## config.mk

```make
export PLATFORM = sky130hd
export DESIGN_NAME = cond_logic
export DESIGN_NICKNAME = d
export VERILOG_FILES = /design/src/rtl/cond_logic_pkg.sv /design/src/rtl/cond_check.sv /design/src/rtl/cond_logic.sv
export SDC_FILE = /design/constraint.sdc
export NUM_CORES = 1
export LEC_CHECK = 0
export ABC_AREA = 0
export CAP_MARGIN = 20
export CORE_MARGIN = 5
export CORE_UTILIZATION = 25
export DETAILED_ROUTE_END_ITERATION = 8
export GPL_TIMING_DRIVEN = 0
export PLACE_DENSITY = 0.56
export SLEW_MARGIN = 20
export SYNTH_ARGS = -nofsm -noshare
export SYNTH_HDL_FRONTEND = slang
export SYNTH_SLANG_ARGS = --single-unit
```

## constraint.sdc

```tcl
create_clock -name clk -period 5.3 [get_ports clk]
set_input_delay 1.06 -clock clk [delete_from_list [all_inputs] [get_ports clk]]
set_output_delay 1.06 -clock clk [all_outputs]
set_load 0.01 [all_outputs]
```

## src/rtl/cond_logic_pkg.sv

```systemverilog
// Shared condition-code definitions: enum, flag bit positions, FlagW bit roles.
// Latency: n/a (types and constants only).
// Backpressure: n/a.
package cond_logic_pkg;

    // Instruction condition field encodings, Instr[31:28]
    typedef enum logic [3:0] {
        EQ = 4'b0000,
        NE = 4'b0001,
        CS = 4'b0010,
        CC = 4'b0011,
        MI = 4'b0100,
        PL = 4'b0101,
        VS = 4'b0110,
        VC = 4'b0111,
        HI = 4'b1000,
        LS = 4'b1001,
        GE = 4'b1010,
        LT = 4'b1011,
        GT = 4'b1100,
        LE = 4'b1101,
        AL = 4'b1110,
        NV = 4'b1111
    } cond_e;

    // Bit positions inside the {N,Z,C,V} flag vector
    localparam int N_IDX = 3;
    localparam int Z_IDX = 2;
    localparam int C_IDX = 1;
    localparam int V_IDX = 0;

    // FlagW bits: upper half writes N,Z; lower half writes C,V
    localparam int FW_NZ = 1;
    localparam int FW_CV = 0;

endpackage

```

## src/rtl/cond_check.sv

```systemverilog
// Evaluates an instruction condition field against the stored flags.
// Latency: purely combinational, zero cycles.
// Backpressure: none; output follows inputs continuously.
module cond_check
    import cond_logic_pkg::*;
(
    input  logic [3:0] Cond,
    input  logic [3:0] Flags,
    output logic       CondEx
);

    logic n, z, c, v;

    assign n = Flags[N_IDX];
    assign z = Flags[Z_IDX];
    assign c = Flags[C_IDX];
    assign v = Flags[V_IDX];

    // Decode the condition field; the reserved NV encoding never passes
    always_comb begin
        CondEx = 1'b0;
        case (cond_e'(Cond))
            EQ:      CondEx = z;
            NE:      CondEx = ~z;
            CS:      CondEx = c;
            CC:      CondEx = ~c;
            MI:      CondEx = n;
            PL:      CondEx = ~n;
            VS:      CondEx = v;
            VC:      CondEx = ~v;
            HI:      CondEx = c & ~z;
            LS:      CondEx = ~c | z;
            GE:      CondEx = (n == v);
            LT:      CondEx = (n != v);
            GT:      CondEx = ~z & (n == v);
            LE:      CondEx = z | (n != v);
            AL:      CondEx = 1'b1;
            default: CondEx = 1'b0;
        endcase
    end

endmodule

```

## src/rtl/cond_logic.sv

```systemverilog
// Condition unit: gates decoder write requests by the condition and holds the NZCV flags.
// Latency: write enables and CondEx are combinational; Flags/CondExR update on the next edge.
// Backpressure: Stall suppresses every update and freezes Flags and CondExR.
module cond_logic
    import cond_logic_pkg::*;
(
    input  logic       clk,
    input  logic       reset,
    input  logic [3:0] Cond,
    input  logic [3:0] ALUFlags,
    input  logic [1:0] FlagW,
    input  logic       PCS,
    input  logic       RegW,
    input  logic       MemW,
    input  logic       Stall,
    output logic       PCSrc,
    output logic       RegWrite,
    output logic       MemWrite,
    output logic [3:0] Flags,
    output logic       CondEx,
    output logic       CondExR
);

    logic [3:0] flags_q, flags_d;
    logic       condexr_q, condexr_d;
    logic       cond_ex;
    logic       commit;

    // Condition is judged against stored flags only, so a flag load is seen one cycle later
    cond_check u_cond_check (
        .Cond   (Cond),
        .Flags  (flags_q),
        .CondEx (cond_ex)
    );

    // An instruction commits only when its condition passes and the pipeline is not held
    assign commit   = cond_ex & ~Stall;

    assign PCSrc    = PCS  & commit;
    assign RegWrite = RegW & commit;
    assign MemWrite = MemW & commit;

    // Next-state for the two independently writable flag halves and the registered CondEx
    always_comb begin
        flags_d   = flags_q;
        condexr_d = condexr_q;
        if (FlagW[FW_NZ] && commit) begin
            flags_d[N_IDX:Z_IDX] = ALUFlags[N_IDX:Z_IDX];
        end
        if (FlagW[FW_CV] && commit) begin
            flags_d[C_IDX:V_IDX] = ALUFlags[C_IDX:V_IDX];
        end
        if (!Stall) begin
            condexr_d = cond_ex;
        end
    end

    // State registers; reset overrides any pending flag write or stall
    always_ff @(posedge clk) begin
        if (reset) begin
            flags_q   <= 4'b0000;
            condexr_q <= 1'b0;
        end else begin
            flags_q   <= flags_d;
            condexr_q <= condexr_d;
        end
    end

    assign Flags   = flags_q;
    assign CondEx  = cond_ex;
    assign CondExR = condexr_q;

endmodule

```

==> impl_results.md <==
- YS warnings: 0
- Post-synth top flop: dfxtp_1
- Net count after synthesis: 79
- Mapped Area: 543 um2
- Number of synthesized flops with an enable pin: 0
- Hold slack final: 0.483 ns
- Detailed-route vias per instance: 4.71
- Worst-Margin Slew: 0.584 ns
- Area contributors post-synth: dfxtp_1, nand2b_1, mux2i_1
- Initial core utilization: 26.9%
- Worst Path Arrival: 3.47 ns
- Final GP Congestion: between 0.6 and 0.7
- Flop-to-flop setup slack: 3.27 ns
- Sequential fraction of the synthesis area: 18.4%
- CP max-delay cell: clkdlybuf4s50_1
- Total GRT Usage: 9.12%
- Crit path time final: between 4 and 5 ns
- Crit start category: primary input
- Ports: 25
- Avg Cell Area, Syn: roughly 8.6 um2
- Nets: 107
- Max Slew Vio Count: 0
- Worst Hold Class: reg -> reg
- CP Max Fanout: 10
- Hold depth: 2
- Leakage: 0.311 nW
- Layout cells sized above 1: 15.6%
- Status: completed
- Number of filler cells placed in the layout: 212
- Reg clk slew, reported paths: 0.04 ns
- Commonest non-fill, non-tap cell in the layout: clkdlybuf4s50_1
- Final wirelength: 1.37 mm
- Final setup TNS: 0 ns
- Clk buf depth: 2
- Drt wl/cell: 11.7 um
- Vias in the first global route: 496
- Count of final setup violators: 0
- RSZ-0062 raised after global routing: false
- H-tree levels: 1
- Most frequent cells in the layout: clkdlybuf4s50_1, nand2b_1, dfxtp_1, mux2i_1, inv_1
- Largest area contributor in the synthesized netlist: dfxtp_1
- Cell Chain, Critical Path: clkdlybuf4s50_1, buf_2, or3b_1, a21oi_1, nor4_1, a221oi_4, and2_1, clkdlybuf4s50_1
- Residual DRC: 0
- Num Clock Sinks: 5
- Register area: 100 um2
- VDD IR-drop max: 0.122 mV
- FP Rows: 16
- Setup crit end kind: primary output
- Post-Layout Inst Area: 833 um2
- Pin count of the biggest net entering global routing: 11
- Die X: 56.6 um
- Root Buffer: clkbuf_4
- Power density cells: 168 nW/um2
- Initial antenna violation count: 0
- Placed insts: 113
- Initial drt markers: 5
- Core area: 2020 um2
- Die footprint: 3200 um2
- DP HPWL: ~1.1 mm
- Post-CTS Setup Repair Bufs: 0
- Post-route clock skew: around 0.00089 ns
- Reg2reg start: Flags[3]
- Syn-to-layout area delta: 53.5%
- Flop and latch count out of synthesis: 5
- Min-delay src: CondExR
- Clk Latency, worst-skew pair: 0.24 ns
- Multi-input gate area: 410 um2
- Diode count: 0
- Post-synth ARST share: 0%
- Drt first pass iters: 4
- Die Y: 56.6 um
- CP Buf/Inv Count: 3
- Max incr delay on CP: 0.53 ns
- Cell mode on critical path: clkdlybuf4s50_1
- Post-DP Area: 807 um2
- Via Count: 551
- WS Path Type: in -> out
- Resized Gates After CTS: 0
- Hold Fails Final Rpt: 0
- Synth top area share: 18.4%
- Max transition margin: 60.7%
- Max Fclk: 221 MHz
- Port Buffers: 23
- Number of distinct library cells after synthesis: 32
- Reg2reg end: Flags[2]
- Cell family with most CP delay: buffers and inverters
- # hold bufs at CTS: 0
- First-pass GRT wire length: 2.30 mm
- Mapped Cells: 63
- Part of the cycle the worst path needs: 85.5%
- Total CTS buffers: 3
- Grt ovf: 0
- Critical Path RT: 4.24 ns
- Total power: between 0.1 and 0.15 mW
- Worst hold endpoint: CondExR
- Final std cells w/o fill: ~120
- Final antenna-violating net count: 0
- Max-cap violations: 0
- CTS tree: yes
- R2R cell count: 6
## worst min-delay path, stage by stage, from the launching register on
cell	delay [ns]
dfxtp_1	0.32
a21oi_1	0.06
nor2_1	0.07
## through the flow
stage	worst slack (ns)	utilization [%]
after global placement	0.740	39.9
after detailed placement	0.722	39.9
final	0.766	41.2
after global routing	0.579	41.2
after floorplan	1.80	-
after CTS	0.714	41.2
## layout make-up
class / count / share of cell area (%)
sequential: 5 / 12.0
tap: 27 / 4.05
clock buffer: 4 / 3.15
timing repair buffer: 23 / 27.6
inverter: 4 / 1.80
multi-input combinational: 51 / 49.2
buffer: 3 / 2.10
## how the worst max path moves through the flow
stage | startpoint | endpoint | slack [ns] | depth (start not counted)
2_1_floorplan | Cond[1] | MemWrite | 1.80 | 6
3_3_place_gp | Cond[3] | RegWrite | 0.74 | 7
3_5_place_dp | Cond[3] | RegWrite | 0.72 | 7
4_1_cts | Cond[3] | RegWrite | 0.71 | 7
5_1_grt | Cond[2] | RegWrite | 0.58 | 8
6_report | Cond[3] | RegWrite | 0.77 | 8
## routing by layer
metal | vias to the layer above | track usage (%) | routed length, um
met5 | - | 0 | 0
li1 | 281 | - | -
met1 | 246 | 11.6 | 649
met3 | 5 | 3.21 | 96
met2 | 19 | 12.7 | 590
met4 | 0 | 6.10 | 36
## synthesized netlist by cell type, types with 2 or more instances
master    count
nand2_1       3
mux2i_1       5
inv_1         4
nand2_2       2
and2_1        3
nand2b_1     10
nor4_1        2
buf_2         2
dfxtp_1       5
a21oi_1       3
nor2_1        3
## power breakdown
| part | internal (mW) | leakage [nW] | switching, mW | total, mW |
|---|---|---|---|---|
| registers | 0.0398 | 0.0408 | 0.00346 | 0.0433 |
| clock network | 0.0285 | 0.0150 | 0.0155 | 0.0439 |
| logic | 0.0310 | 0.255 | 0.0216 | 0.0525 |
## cell families after synthesis
group / share of synthesized area [%]
simple gates: 36.2
flops: 18.4
compound gates: 27.0
mux: 9.22
buf+inv: 5.99
xor+xnor: 3.23
## flip-flops by register name, indices dropped and copies added (netlist names)
register	count
Flags	4
CondExR	1
Power figures use the tool's default switching activity.
